==> src/rtl/div_float.sv <==
// Sequential IEEE-754 single-precision divider (out = op1 / op2).
// Radix-2 restoring mantissa division, one quotient bit per cycle, truncating.
module div_float #(
  parameter int FLOAT_WIDTH = 32,
  parameter int EXP_WIDTH   = 8,
  parameter int MANT_WIDTH  = 23,
  parameter int BIAS        = 127
) (
  input  logic                   clk,
  input  logic                   rst_n,
  input  logic                   start,
  input  logic [FLOAT_WIDTH-1:0] op1,
  input  logic [FLOAT_WIDTH-1:0] op2,
  output logic [FLOAT_WIDTH-1:0] out_reg,
  output logic                   nan_reg,
  output logic                   overflow_reg,
  output logic                   underflow_reg,
  output logic                   zero_reg,
  output logic                   div_by_zero_reg,
  output logic                   done_reg,
  output logic                   busy
);

  localparam int EW = EXP_WIDTH;
  localparam int MW = MANT_WIDTH;

  localparam logic [1:0] IDLE   = 2'd0;
  localparam logic [1:0] PREP   = 2'd1;
  localparam logic [1:0] DIVIDE = 2'd2;
  localparam logic [1:0] NORM   = 2'd3;

  localparam logic signed [9:0] EXP_MAX = 10'((1 << EW) - 1);
  localparam logic [FLOAT_WIDTH-1:0] QNAN = {1'b0, {EW{1'b1}}, 1'b1, {(MW-1){1'b0}}};

  logic [1:0]             state_q, state_d;
  logic [FLOAT_WIDTH-1:0] a_q, a_d, b_q, b_d;
  logic [MW+2:0]          rem_q, rem_d;
  logic [MW:0]            dvs_q, dvs_d;
  logic [MW+1:0]          quo_q, quo_d;
  logic signed [9:0]      exp_q, exp_d;
  logic [4:0]             cnt_q, cnt_d;
  logic                   sign_q, sign_d;
  logic [FLOAT_WIDTH-1:0] out_q, out_d;
  logic                   nan_q, nan_d, ovf_q, ovf_d, unf_q, unf_d;
  logic                   zero_q, zero_d, dbz_q, dbz_d, done_q, done_d;

  logic [EW-1:0]     e1, e2;
  logic [MW-1:0]     m1, m2;
  logic              a_nan, b_nan, a_inf, b_inf, a_zero, b_zero, s;
  logic [MW+2:0]     dvs_ext, rem_sub;
  logic signed [9:0] exp_n;
  logic [MW-1:0]     frac_n;

  assign e1 = a_q[FLOAT_WIDTH-2 -: EW];
  assign e2 = b_q[FLOAT_WIDTH-2 -: EW];
  assign m1 = a_q[MW-1:0];
  assign m2 = b_q[MW-1:0];
  assign s  = a_q[FLOAT_WIDTH-1] ^ b_q[FLOAT_WIDTH-1];

  // Exponent zero covers both true zero and flushed denormals.
  assign a_zero = (e1 == '0);
  assign b_zero = (e2 == '0);
  assign a_inf  = (e1 == '1) && (m1 == '0);
  assign b_inf  = (e2 == '1) && (m2 == '0);
  assign a_nan  = (e1 == '1) && (m1 != '0);
  assign b_nan  = (e2 == '1) && (m2 != '0);

  assign dvs_ext = {2'b00, dvs_q};
  assign rem_sub = rem_q - dvs_ext;

  assign exp_n  = quo_q[MW+1] ? exp_q : exp_q - 10'sd1;
  assign frac_n = quo_q[MW+1] ? quo_q[MW:1] : quo_q[MW-1:0];

  always_comb begin
    state_d = state_q;
    a_d     = a_q;
    b_d     = b_q;
    rem_d   = rem_q;
    dvs_d   = dvs_q;
    quo_d   = quo_q;
    exp_d   = exp_q;
    cnt_d   = cnt_q;
    sign_d  = sign_q;
    out_d   = out_q;
    nan_d   = nan_q;
    ovf_d   = ovf_q;
    unf_d   = unf_q;
    zero_d  = zero_q;
    dbz_d   = dbz_q;
    done_d  = 1'b0;

    case (state_q)
      IDLE: begin
        if (start) begin
          a_d     = op1;
          b_d     = op2;
          state_d = PREP;
        end
      end
      PREP: begin
        sign_d = s;
        if (a_nan || b_nan || (a_zero && b_zero) || (a_inf && b_inf) ||
            a_inf || b_zero || a_zero || b_inf) begin
          nan_d   = 1'b0;
          ovf_d   = 1'b0;
          unf_d   = 1'b0;
          zero_d  = 1'b0;
          dbz_d   = 1'b0;
          done_d  = 1'b1;
          state_d = IDLE;
          if (a_nan || b_nan || (a_zero && b_zero) || (a_inf && b_inf)) begin
            out_d = QNAN;
            nan_d = 1'b1;
          end else if (a_inf) begin
            out_d = {s, {EW{1'b1}}, {MW{1'b0}}};
          end else if (b_zero) begin
            out_d = {s, {EW{1'b1}}, {MW{1'b0}}};
            dbz_d = 1'b1;
          end else begin
            out_d  = {s, {(FLOAT_WIDTH-1){1'b0}}};
            zero_d = 1'b1;
          end
        end else begin
          rem_d   = {2'b01, m1};
          dvs_d   = {1'b1, m2};
          quo_d   = '0;
          exp_d   = $signed({2'b00, e1}) - $signed({2'b00, e2}) + $signed(10'(BIAS));
          cnt_d   = 5'(MW + 2);
          state_d = DIVIDE;
        end
      end
      DIVIDE: begin
        if (rem_q >= dvs_ext) begin
          quo_d = {quo_q[MW:0], 1'b1};
          rem_d = rem_sub << 1;
        end else begin
          quo_d = {quo_q[MW:0], 1'b0};
          rem_d = rem_q << 1;
        end
        cnt_d = cnt_q - 5'd1;
        if (cnt_q == 5'd1) state_d = NORM;
      end
      default: begin
        nan_d   = 1'b0;
        ovf_d   = 1'b0;
        unf_d   = 1'b0;
        zero_d  = 1'b0;
        dbz_d   = 1'b0;
        done_d  = 1'b1;
        state_d = IDLE;
        if (exp_n >= EXP_MAX) begin
          out_d = {sign_q, {EW{1'b1}}, {MW{1'b0}}};
          ovf_d = 1'b1;
        end else if (exp_n <= 10'sd0) begin
          out_d  = {sign_q, {(FLOAT_WIDTH-1){1'b0}}};
          unf_d  = 1'b1;
          zero_d = 1'b1;
        end else begin
          out_d = {sign_q, exp_n[EW-1:0], frac_n};
        end
      end
    endcase
  end

  always_ff @(posedge clk) begin
    if (!rst_n) begin
      state_q <= IDLE;
      a_q     <= '0;
      b_q     <= '0;
      rem_q   <= '0;
      dvs_q   <= '0;
      quo_q   <= '0;
      exp_q   <= '0;
      cnt_q   <= '0;
      sign_q  <= 1'b0;
      out_q   <= '0;
      nan_q   <= 1'b0;
      ovf_q   <= 1'b0;
      unf_q   <= 1'b0;
      zero_q  <= 1'b0;
      dbz_q   <= 1'b0;
      done_q  <= 1'b0;
    end else begin
      state_q <= state_d;
      a_q     <= a_d;
      b_q     <= b_d;
      rem_q   <= rem_d;
      dvs_q   <= dvs_d;
      quo_q   <= quo_d;
      exp_q   <= exp_d;
      cnt_q   <= cnt_d;
      sign_q  <= sign_d;
      out_q   <= out_d;
      nan_q   <= nan_d;
      ovf_q   <= ovf_d;
      unf_q   <= unf_d;
      zero_q  <= zero_d;
      dbz_q   <= dbz_d;
      done_q  <= done_d;
    end
  end

  assign out_reg         = out_q;
  assign nan_reg         = nan_q;
  assign overflow_reg    = ovf_q;
  assign underflow_reg   = unf_q;
  assign zero_reg        = zero_q;
  assign div_by_zero_reg = dbz_q;
  assign done_reg        = done_q;
  assign busy            = (state_q != IDLE);

endmodule
==> config.mk <==
export PLATFORM = sky130hd
export DESIGN_NAME = div_float
export DESIGN_NICKNAME = d
export VERILOG_FILES = /design/src/rtl/div_float.sv
export SDC_FILE = /design/constraint.sdc
export NUM_CORES = 1
export LEC_CHECK = 0
export ABC_AREA = 1
export CORE_MARGIN = 3
export CORE_UTILIZATION = 40
export DETAILED_ROUTE_END_ITERATION = 8
export GPL_TIMING_DRIVEN = 0
export PLACE_DENSITY = 0.69
export SKIP_CTS_REPAIR_TIMING = 1
export SLEW_MARGIN = 40
export SYNTH_ARGS = -nofsm -noshare
export SYNTH_HDL_FRONTEND = slang
export SYNTH_SLANG_ARGS = --single-unit
==> constraint.sdc <==
create_clock -name clk -period 3 [get_ports clk]
set_input_delay 0.6 -clock clk [delete_from_list [all_inputs] [get_ports clk]]
set_output_delay 0.6 -clock clk [all_outputs]
set_load 0.02 [all_outputs]
Yosys cells after proc, flatten, opt, wreduce, memory -nomap -nowiden
Index checks and enable logic that the tools add are counted.
{ "word_totals": {"regBits": 195, "inputBits": 67} }
{ "classes": {"n_addsub": 5, "n_lt_le_gt_ge": 3, "n_eq_ne": 9, "mux": 42, "n_bitwise": 3, "n_reduce_logical": 28} }
{ "op_table": {"columns": ["cell", "count"], "rows": [
  ["two-way mux 31 bit", 4],
  ["two-way mux 32 bit", 2],
  ["one-hot mux 32 bit (2 select lines)", 1],
  ["two-way mux 26 bit", 2],
  ["one-hot mux 26 bit (2 select lines)", 1],
  ["one-hot mux 25 bit (2 select lines)", 1],
  ["logical NOT 23 bit", 2],
  ["nonzero test 23 bit", 2],
  [">= comparator 26 x 24 -> 1 bit", 1],
  ["two-way mux 25 bit", 1],
  ["subtractor 25 x 24 -> 25 bit", 1],
  ["two-way mux 23 bit", 1],
  ["== test 8 bit, second input constant", 2],
  ["logical NOT 8 bit", 2],
  ["two-way mux 1 bit", 16],
  ["one-hot mux 1 bit (2 select lines)", 6],
  ["adder 9 x 8 -> 10 bit, second input constant", 1],
  [">= comparator 10 x 9 -> 1 bit, second input constant", 1],
  ["less-or-equal comparator 10 x 1 -> 1 bit, second input constant", 1],
  ["two-way mux 10 bit", 1],
  ["one-hot mux 5 bit (2 select lines)", 1],
  ["AND reduction 2 bit", 5],
  ["subtractor 10 x 2 -> 10 bit, second input constant", 1],
  ["subtractor 8 x 8 -> 9 bit", 1],
  ["other kinds (15)", 33]
]} }

Logic depth before layout (Yosys ltp)
Gate-level depths: netlist of the first run.
{ "depth": {"ltp_word": 11, "mapped_depth": 17, "depth_no_buf": 17} }

Least setup slack after synthesis of the first run
Ideal clock, no wire load.
{ "synth_timing": {"path_type": "register -> register", "start": "register a_q[23]", "end": "register exp_q[7]", "arrival_ps": 2009, "required_ps": 2930, "slack_ps": 920, "path_stages_with_launch": 14, "path_buffers": 0, "path_cell_list": "dfxtp_1 -> inv_1 -> ha_1 -> inv_1 -> fa_1 -> xnor2_1 -> nand2_1 -> nor2_1 -> nand3_1 -> a21oi_1 -> nand2_1 -> nand2_1 -> nand3_1 -> a21oi_1"} }
{ "synth_between": {"elab_chain_cells": 11} }
{ "synth_rtl": {"columns": ["item", "line", "rtl"], "rows": [
  ["from (decl)", "36", "logic [FLOAT_WIDTH-1:0] a_q, a_d, b_q, b_d;"],
  ["from (signal assigned)", "168", "a_q <= '0;"],
  ["from (signal assigned)", "185", "a_q <= a_d;"],
  ["parallel branches: the longest is 11 deep, another holds adder 9 x 8 -> 10 bit", null, null],
  ["to (signal assigned)", "190", "exp_q <= exp_d;"],
  ["to (decl)", "40", "logic signed [9:0] exp_q, exp_d;"]
]} }
Several ways; the timed one is not identified.
A chain may end at the register's enable or synchronous reset.

Worst setup path after layout of the first run
{ "layout_timing": {"start": "register rem_q[0]", "end": "register rem_q[21]"} }
{ "layout_between": {"elab_chain_cells": 3} }
{ "layout_rtl": {"columns": ["item", "line", "rtl"], "rows": [
  ["from (decl)", "37", "logic [MW+2:0] rem_q, rem_d;"],
  ["from (signal assigned)", "187", "rem_q <= rem_d;"],
  ["subtractor 25 x 24 -> 25 bit / >= comparator 26 x 24 -> 1 bit (equally long branches)", "69, 133", null],
  ["two-way mux 26 bit *", "133", "if (rem_q >= dvs_ext) begin"],
  ["one-hot mux 26 bit (2 select lines) *", "92", "case (state_q)"]
]} }
Mark *: on every way between the ends. The rest lies on a longest branch, timed or not.

==> summary.md, run 1 <==
| Metric | Value |
|---|---|
| Normalized max-slew margin | `53.6%` |
| CP delay by family, top | `simple AND/OR/NAND/NOR gates` |
| Synth Register Bits | `195` |
| DIE HEIGHT | `~170 um` |
| Min-delay worst type | `reg -> reg` |
| Drt wl/cell | `between 10 and 15 um` |
| Cells after DPL | `2210` |
| Top FF cell, synth | `dfxtp_1` |
| Hold path depth | `2` |
| Post-Route WL | `32900 um` |
| Initial DRC Count | `894` |
| Final-stage net count | `1962` |
| Leading post-synthesis cells by cell area | `dfxtp_1 35%, nand2_1 15%, nor2_1 11%, a21oi_1 6.2%, o21ai_0 6.1%` |
| Critical Path RT | `3.34 ns` |
| Largest net degree at the start of global routing | `21` |
| R2R depth | `14` |
| CP Buf/Inv Count | `4` |
| Largest stage delay, worst path | `0.49 ns` |
| Ant diodes | `0` |
| Clk_skew | `approximately 0.018 ns` |
| Commonest non-fill, non-tap cell in the layout | `nand2_1` |
| Register area | `3900 sq um` |
| Top cell type by total area after synthesis | `dfxtp_1` |
| Hold Path Origin | `out_reg[24]` |
| Status | `finished clean` |
| Critical Path AT | `3.03 ns` |
| CP Capture Type | `register` |
| Final antenna-violating net count | `0` |
| Synth top area share | `35.2%` |
| Max Cap Violations | `0` |
| Worst flop-to-flop path startpoint | `rem_q[0]` |
| Post-synth EDFFs | `0` |
| Design Power | `13.0 mW` |
| Synthesis-to-layout area growth | `19.1%` |
| R2R setup slack | `0.31 ns` |
| Via Count | `11225` |
| CP Cell Sequence | `inv_1 -> ha_1 -> fa_1 -> inv_1 -> nand3_1 -> nand3_1 -> nand2_1 -> nand3_4 -> buf_6 -> nand3_1 -> nand2_1 -> inv_1 -> nor2_1 -> nor2_1` |
| PortBufs | `roughly 100` |
| Worst VDD drop | `500 uV` |
| RSZ-0062 raised after global routing | `no` |
| Worst-path fanout max | `10` |
| Synth unique cells | `47` |
| Final hold vios | `0` |
| Multi-input logic area | `6180 sq um` |
| Period utilisation layout | `89.7%` |
| Max Slew Vio Count | `0` |
| Cells after Synth | `roughly 1700` |
| Layout cells sized above 1 | `5.08%` |
| Global-route wire length before repair | `approximately 54000 um` |
| Crit path kind | `reg -> reg` |
| GPL Wtd Cong | `about 0.96` |
| Post-Synthesis Cell Area | `11100 sq um` |
| Stages on worst setup path | `14` |
| Worst Tran Pin Value | `slightly below 0.7 ns` |
| I/O pins | `about 110` |
| Leakage | `5.77 nW` |
| Hold Slack | `0.456 ns` |
| Crit Reg-Reg Endpoint | `rem_q[21]` |
| Initial Util | `41.0%` |
| Post-synth ARST share | `0%` |
| Die Wd | `173 um` |
| Mean Syn Cell Area | `6.40 sq um` |
| Drt via density | `5.01` |
| Non-filler cells, final | `~2200` |
| Sequential fraction of the synthesis area | `35.2%` |
| Num Clock Sinks | `between 150 and 200` |
| Post-route setup TNS | `0 ns` |
| Fmax | `0.372 GHz` |
| Clock root buffer | `clkbuf_16` |
| DRC viols | `0` |
| Clock buffer depth | `2` |
| Final setup fails | `0` |
| DP HPWL | `approximately 26000 um` |
| Startpoint types | `register` |
| Fillcell total | `2811` |
| Syn_nets | `1839` |
| Antenna violations before repair | `0` |
| Drt first pass iters | `5` |
| Core area | `about 27000 sq um` |
| Most frequent cells in the layout | `434 x nand2_1, 326 x nor2_1, 195 x dfxtp_1, 163 x inv_1, 137 x a21oi_1` |
| Min-Delay Endpoint | `out_reg[24]` |
| P per Cell Area | `982 nW/um^2` |
| Total of warnings raised by yosys | `0` |
| H-tree depth | `4` |
| Tot GR Track Use | `about 22%` |
| Clock Latency Late Sink | `0.45 ns` |
| Rows | `60` |
| Clock transition at path regs | `0.08 ns` |
| Fin crit period | `approximately 2.7 ns` |
| CTS tree | `yes` |
| CP max stage cell | `fa_1` |
| GRT overflow | `0` |
| Vias in the first global route | `10569` |
| Die area | `29800 sq um` |
| CTS Buf Count | `17` |
-- tightest hold or removal path: cells and delay by family, from the launching register on --
kind,cells,cell delay [ns]
and+or+nand+nor,2,0.10
DFF,1,0.32
-- layer usage --
layer  routed length, um  GRT usage (%)
met3                1480           3.03
met5                   0              0
met1               16100           31.4
met4                 592           5.54
met2               14700           35.3
-- worst max path at each step --
stage               startpoint   endpoint  slack, ns
floorplan              a_q[23]   exp_q[7]       0.92
global placement         start    a_q[19]      -0.10
detailed placement       start    a_q[19]       0.13
CTS                   rem_q[0]  rem_q[21]       0.34
global route          rem_q[0]  rem_q[21]       0.15
finish                rem_q[0]  rem_q[21]       0.31
-- per-stage QoR --
step,cell area [sq um],utilization [%],setup slack [ns]
6_report,13200,48.8,0.310
5_1_grt,13200,48.8,0.151
4_1_cts,13200,48.8,0.343
3_5_place_dp,12600,46.5,0.130
3_3_place_gp,12600,46.5,-0.102
2_1_floorplan,11100,-,0.920
-- layout make-up --
cell class | instances | area share (%)
multi-input cells | 1291 | 46.7
flip-flops and latches | 195 | 29.5
repair buffers | 104 | 7.87
inverters | 168 | 4.79
well taps | 372 | 3.52
clock buffers | 17 | 3.22
plain buffers | 80 | 2.95
clock inverters | 14 | 1.43
-- logic make-up after synthesis --
| logic type | Yosys count | synth area share [%] |
|---|---|---|
| fa+ha+maj | 38 | 4.42 |
| simple gates | 948 | 36.3 |
| mux | 1 | 0.0902 |
| compound gates | 287 | 13.3 |
| flops | 195 | 35.2 |
| xor+xnor | 17 | 1.51 |
| buf+inv | 248 | 9.22 |
-- synth_stat cells (3+ instances only) --
| master | n |
|---|---|
| or2_2 | 7 |
| buf_6 | 6 |
| buf_4 | 3 |
| a21oi_1 | 137 |
| nor2_1 | 327 |
| xor2_1 | 3 |
| nand2_1 | 434 |
| buf_1 | 4 |
| clkbuf_1 | 52 |
| dfxtp_1 | 195 |
| nor3_1 | 8 |
| nand3b_1 | 26 |
| o21bai_1 | 4 |
| nand4_1 | 25 |
| xnor2_1 | 13 |
| nor2_8 | 3 |
| buf_2 | 14 |
| o21ai_0 | 136 |
| ha_1 | 36 |
| nor2_2 | 10 |
| nand2_2 | 4 |
| inv_1 | 163 |
| inv_2 | 3 |
| nand3_1 | 93 |
-- power breakdown --
group	switching, mW	total [mW]	leakage (nW)	internal (mW)
registers	0.281	3.27	1.60	2.99
logic	4.81	7.35	3.88	2.54
clock network	1.16	2.36	0.298	1.20
total	6.25	13.0	5.77	6.74
Note: power is estimated with default switching activity, not from simulation.
==> run 2, diff against run 1 <==
--- a/config.mk
+++ b/config.mk
@@ -6,11 +6,12 @@
 export NUM_CORES = 1
 export LEC_CHECK = 0
 export ABC_AREA = 1
+export ABC_CLOCK_PERIOD_IN_PS = 3000
 export CORE_MARGIN = 3
-export CORE_UTILIZATION = 40
+export CORE_UTILIZATION = 35
 export DETAILED_ROUTE_END_ITERATION = 8
 export GPL_TIMING_DRIVEN = 0
-export PLACE_DENSITY = 0.69
+export PLACE_DENSITY = 0.63
 export SKIP_CTS_REPAIR_TIMING = 1
 export SLEW_MARGIN = 40
 export SYNTH_ARGS = -nofsm -noshare
==> summary.md, run 2 (synthesis gave the netlist of run 1 again) <==
| Metric | Value |
|---|---|
| Crit path kind | `reg -> reg` |
| GRT overflow | `0 (unchanged)` |
| CTS Buf Count | `17 (unchanged)` |
| Leakage | `5.76 nW (-0.23%)` |
| Vias in the first global route | `10690 (+1.1%)` |
| GPL Wtd Cong | `0.914 (-4.7%)` |
| CP delay by family, top | `simple AND/OR/NAND/NOR gates` |
| Fin worst setup slack | `0.390 ns (+0.0800 ns)` |
| DP HPWL | `26300 um (+1.3%)` |
| Hold Path Origin | `out_reg[29]` |
| P per Cell Area | `977 nW/um^2 (-0.56%)` |
| Die area | `33900 sq um (+14%)` |
| Clock Latency Late Sink | `0.45 ns (about the same)` |
| Initial DRC Count | `688 (-23%)` |
| Drt first pass iters | `7 (+2)` |
| Commonest non-fill, non-tap cell in the layout | `nand2_1` |
| Hold path depth | `2 (unchanged)` |
| Normalized max-slew margin | `52.4% (-1.2 points)` |
| Final antenna-violating net count | `0 (unchanged)` |
| Largest net degree at the start of global routing | `17 (-19%)` |
| H-tree depth | `4 (unchanged)` |
| Period utilisation layout | `87.0% (-2.7 points)` |
| Via Count | `11219 (-0.053%)` |
| Rows | `64 (+6.7%)` |
| Final-stage net count | `1962 (unchanged)` |
| Min-Delay Endpoint | `out_reg[29]` |
| Status | `finished clean` |
| Synthesis-to-layout area growth | `19.1% (about the same)` |
| Tot GR Track Use | `20.0% (-2.0 points)` |
| Startpoint types | `register` |
| Initial Util | `35.9% (-5.0 points)` |
| Pre-CTS setup slack | `0.131 ns (+0.000566 ns)` |
| DRC viols | `0 (unchanged)` |
| Clock root buffer | `clkbuf_16` |
| Post-Route WL | `33500 um (+1.8%)` |
| Worst-path fanout max | `10 (unchanged)` |
| RSZ-0062 raised after global routing | `no` |
| Most frequent cells in the layout | `434 x nand2_1, 326 x nor2_1, 195 x dfxtp_1, 163 x inv_1, 137 x a21oi_1` |
| Worst Tran Pin Value | `0.714 ns (+0.0178 ns)` |
| CP max stage cell | `fa_1` |
| Global-route wire length before repair | `54200 um (-0.15%)` |
| Drt via density | `4.96 (-1.0%)` |
| R2R setup slack | `0.39 ns (+0.08 ns)` |
| CTS tree | `yes` |
| Largest stage delay, worst path | `0.44 ns (-0.05 ns)` |
| Worst VDD drop | `427 uV (-15%)` |
| Clock buffer depth | `2 (unchanged)` |
| Final setup fails | `0 (unchanged)` |
| CP Capture Type | `register` |
| Layout cells sized above 1 | `4.93% (-0.16 points)` |
| DIE HEIGHT | `184 um (+6.7%)` |
| I/O pins | `106 (unchanged)` |
| Worst flop-to-flop path startpoint | `rem_q[0]` |
| R2R depth | `14 (unchanged)` |
| CP Cell Sequence | `inv_1 -> ha_1 -> fa_1 -> inv_1 -> nand3_1 -> nand3_1 -> nand2_1 -> nand3_4 -> buf_6 -> nand2_1 -> nor2_1 -> nor2_1 -> nor2_1 -> nor2_1` |
| CP Buf/Inv Count | `3 (-1)` |
| Die Wd | `184 um (+6.7%)` |
| Fin crit period | `2.61 ns (-0.0800 ns)` |
| Num Clock Sinks | `195 (unchanged)` |
| Antenna violations before repair | `0 (unchanged)` |
| Max Cap Violations | `0 (unchanged)` |
| Min-delay worst type | `reg -> reg` |
| Critical Path AT | `2.95 ns (-0.08 ns)` |
| Critical Path RT | `3.34 ns (about the same)` |
| Drt wl/cell | `14.8 um (+0.77%)` |
| Ant diodes | `0 (unchanged)` |
| Clock transition at path regs | `0.07 ns (about the same)` |
| Most used cell, CP | `nor2_1` |
| Fmax | `0.383 GHz (+3.1%)` |
| Hold Slack | `0.456 ns (-0.000350 ns)` |
| Clk_skew | `0.0124 ns (-0.00555 ns)` |
| Final hold vios | `0 (unchanged)` |
| Fillcell total | `3259 (+16%)` |
| Max Slew Vio Count | `0 (unchanged)` |
| Core area | `30900 sq um (+14%)` |
| PortBufs | `104 (unchanged)` |
| Crit Reg-Reg Endpoint | `rem_q[18]` |
run 2: cell count changes in the layout (fill, tap and decap cells not counted):
cell / delta
clkinv_8: -5
clkinv_2: +1
inv_6: -1
inv_8: -3
clkinv_4: -1
clkbuf_8: +4
clkbuf_1: +1
bufinv_16: +1
clkinvlp_4: +1
run 2: layout make-up:
cell class                 instances  area [sq um]  area share, %
sequential                       195          3900           29.5
timing repair buffer             104          1040           7.87
clock buffer                      22           484           3.66
tap                              396           495           3.75
inverter                         168           633           4.79
clock inverter                     7          98.8          0.748
buffer                            80           390           2.95
multi-input combinational       1291          6180           46.7
run 2: layer usage:
metal  global-route usage [%]  vias up  routed length (um)
met4                     6.83        0                 817
li1                         -     5771                   -
met2                     32.1      267               14700
met3                     3.02       48                1740
met5                        0        -                   0
met1                     27.5     5133               16200
run 2: worst max-delay path by stage:
stage | start | end | slack (ns) | depth (start not counted)
2_1_floorplan | a_q[23] | exp_q[7] | 0.92 | 13
3_3_place_gp | start | a_q[11] | -0.21 | 8
3_5_place_dp | start | a_q[11] | 0.13 | 8
4_1_cts | rem_q[0] | rem_q[18] | 0.42 | 14
5_1_grt | rem_q[0] | rem_q[18] | 0.19 | 14
6_report | rem_q[0] | rem_q[18] | 0.39 | 14
run 2: through the flow:
step	setup TNS [ns]	cell area, sq um	util [%]	cells	power, mW
floorplan	0	11100	-	1734	8.70
global placement	-2.24	12600	40.9	2234	10.5
detailed placement	0	12600	40.9	2234	10.6
CTS	0	13200	42.8	2263	12.9
global route	0	13200	42.8	2263	14.0
finish	0	13200	42.8	2263	12.9
run 2: worst register-to-register path: cells and delay by family (launching register included):
| kind | cells | cell delay (ns) |
|---|---|---|
| flops | 1 | 0.37 |
| fa+ha+maj | 2 | 0.66 |
| simple gates | 9 | 1.13 |
| buf+inv | 3 | 0.35 |
run 2: where the power goes:
part	total, mW	internal, mW	leakage (nW)	switching, mW
Clock	2.32	1.31	0.285	1.01
Sequential	3.27	2.99	1.60	0.274
Combinational	7.32	2.54	3.88	4.79
Total	12.9	6.84	5.76	6.08
==> run 3, diff against run 2 <==
--- a/config.mk
+++ b/config.mk
@@ -6,7 +6,7 @@
 export NUM_CORES = 1
 export LEC_CHECK = 0
 export ABC_AREA = 1
-export ABC_CLOCK_PERIOD_IN_PS = 3000
+export ABC_CLOCK_PERIOD_IN_PS = 2850
 export CORE_MARGIN = 3
 export CORE_UTILIZATION = 35
 export DETAILED_ROUTE_END_ITERATION = 8
==> constraint.sdc (replaced) <==
create_clock -name clk -period 2.85 [get_ports clk]
set_input_delay 0.57 -clock clk [delete_from_list [all_inputs] [get_ports clk]]
set_output_delay 0.57 -clock clk [all_outputs]
set_load 0.02 [all_outputs]
==> results of run 3 <==
Same layout as run 2 (identical final DEF). Status: finished clean.
Among the figures that moved: setup slack after placement 0.131 ns -> 0.0106 ns; setup slack after layout 0.390 ns -> 0.240 ns; register-to-register setup slack 0.39 ns -> 0.24 ns; total power 12.9 mW -> 13.6 mW; worst IR drop on VDD 427 uV -> 449 uV
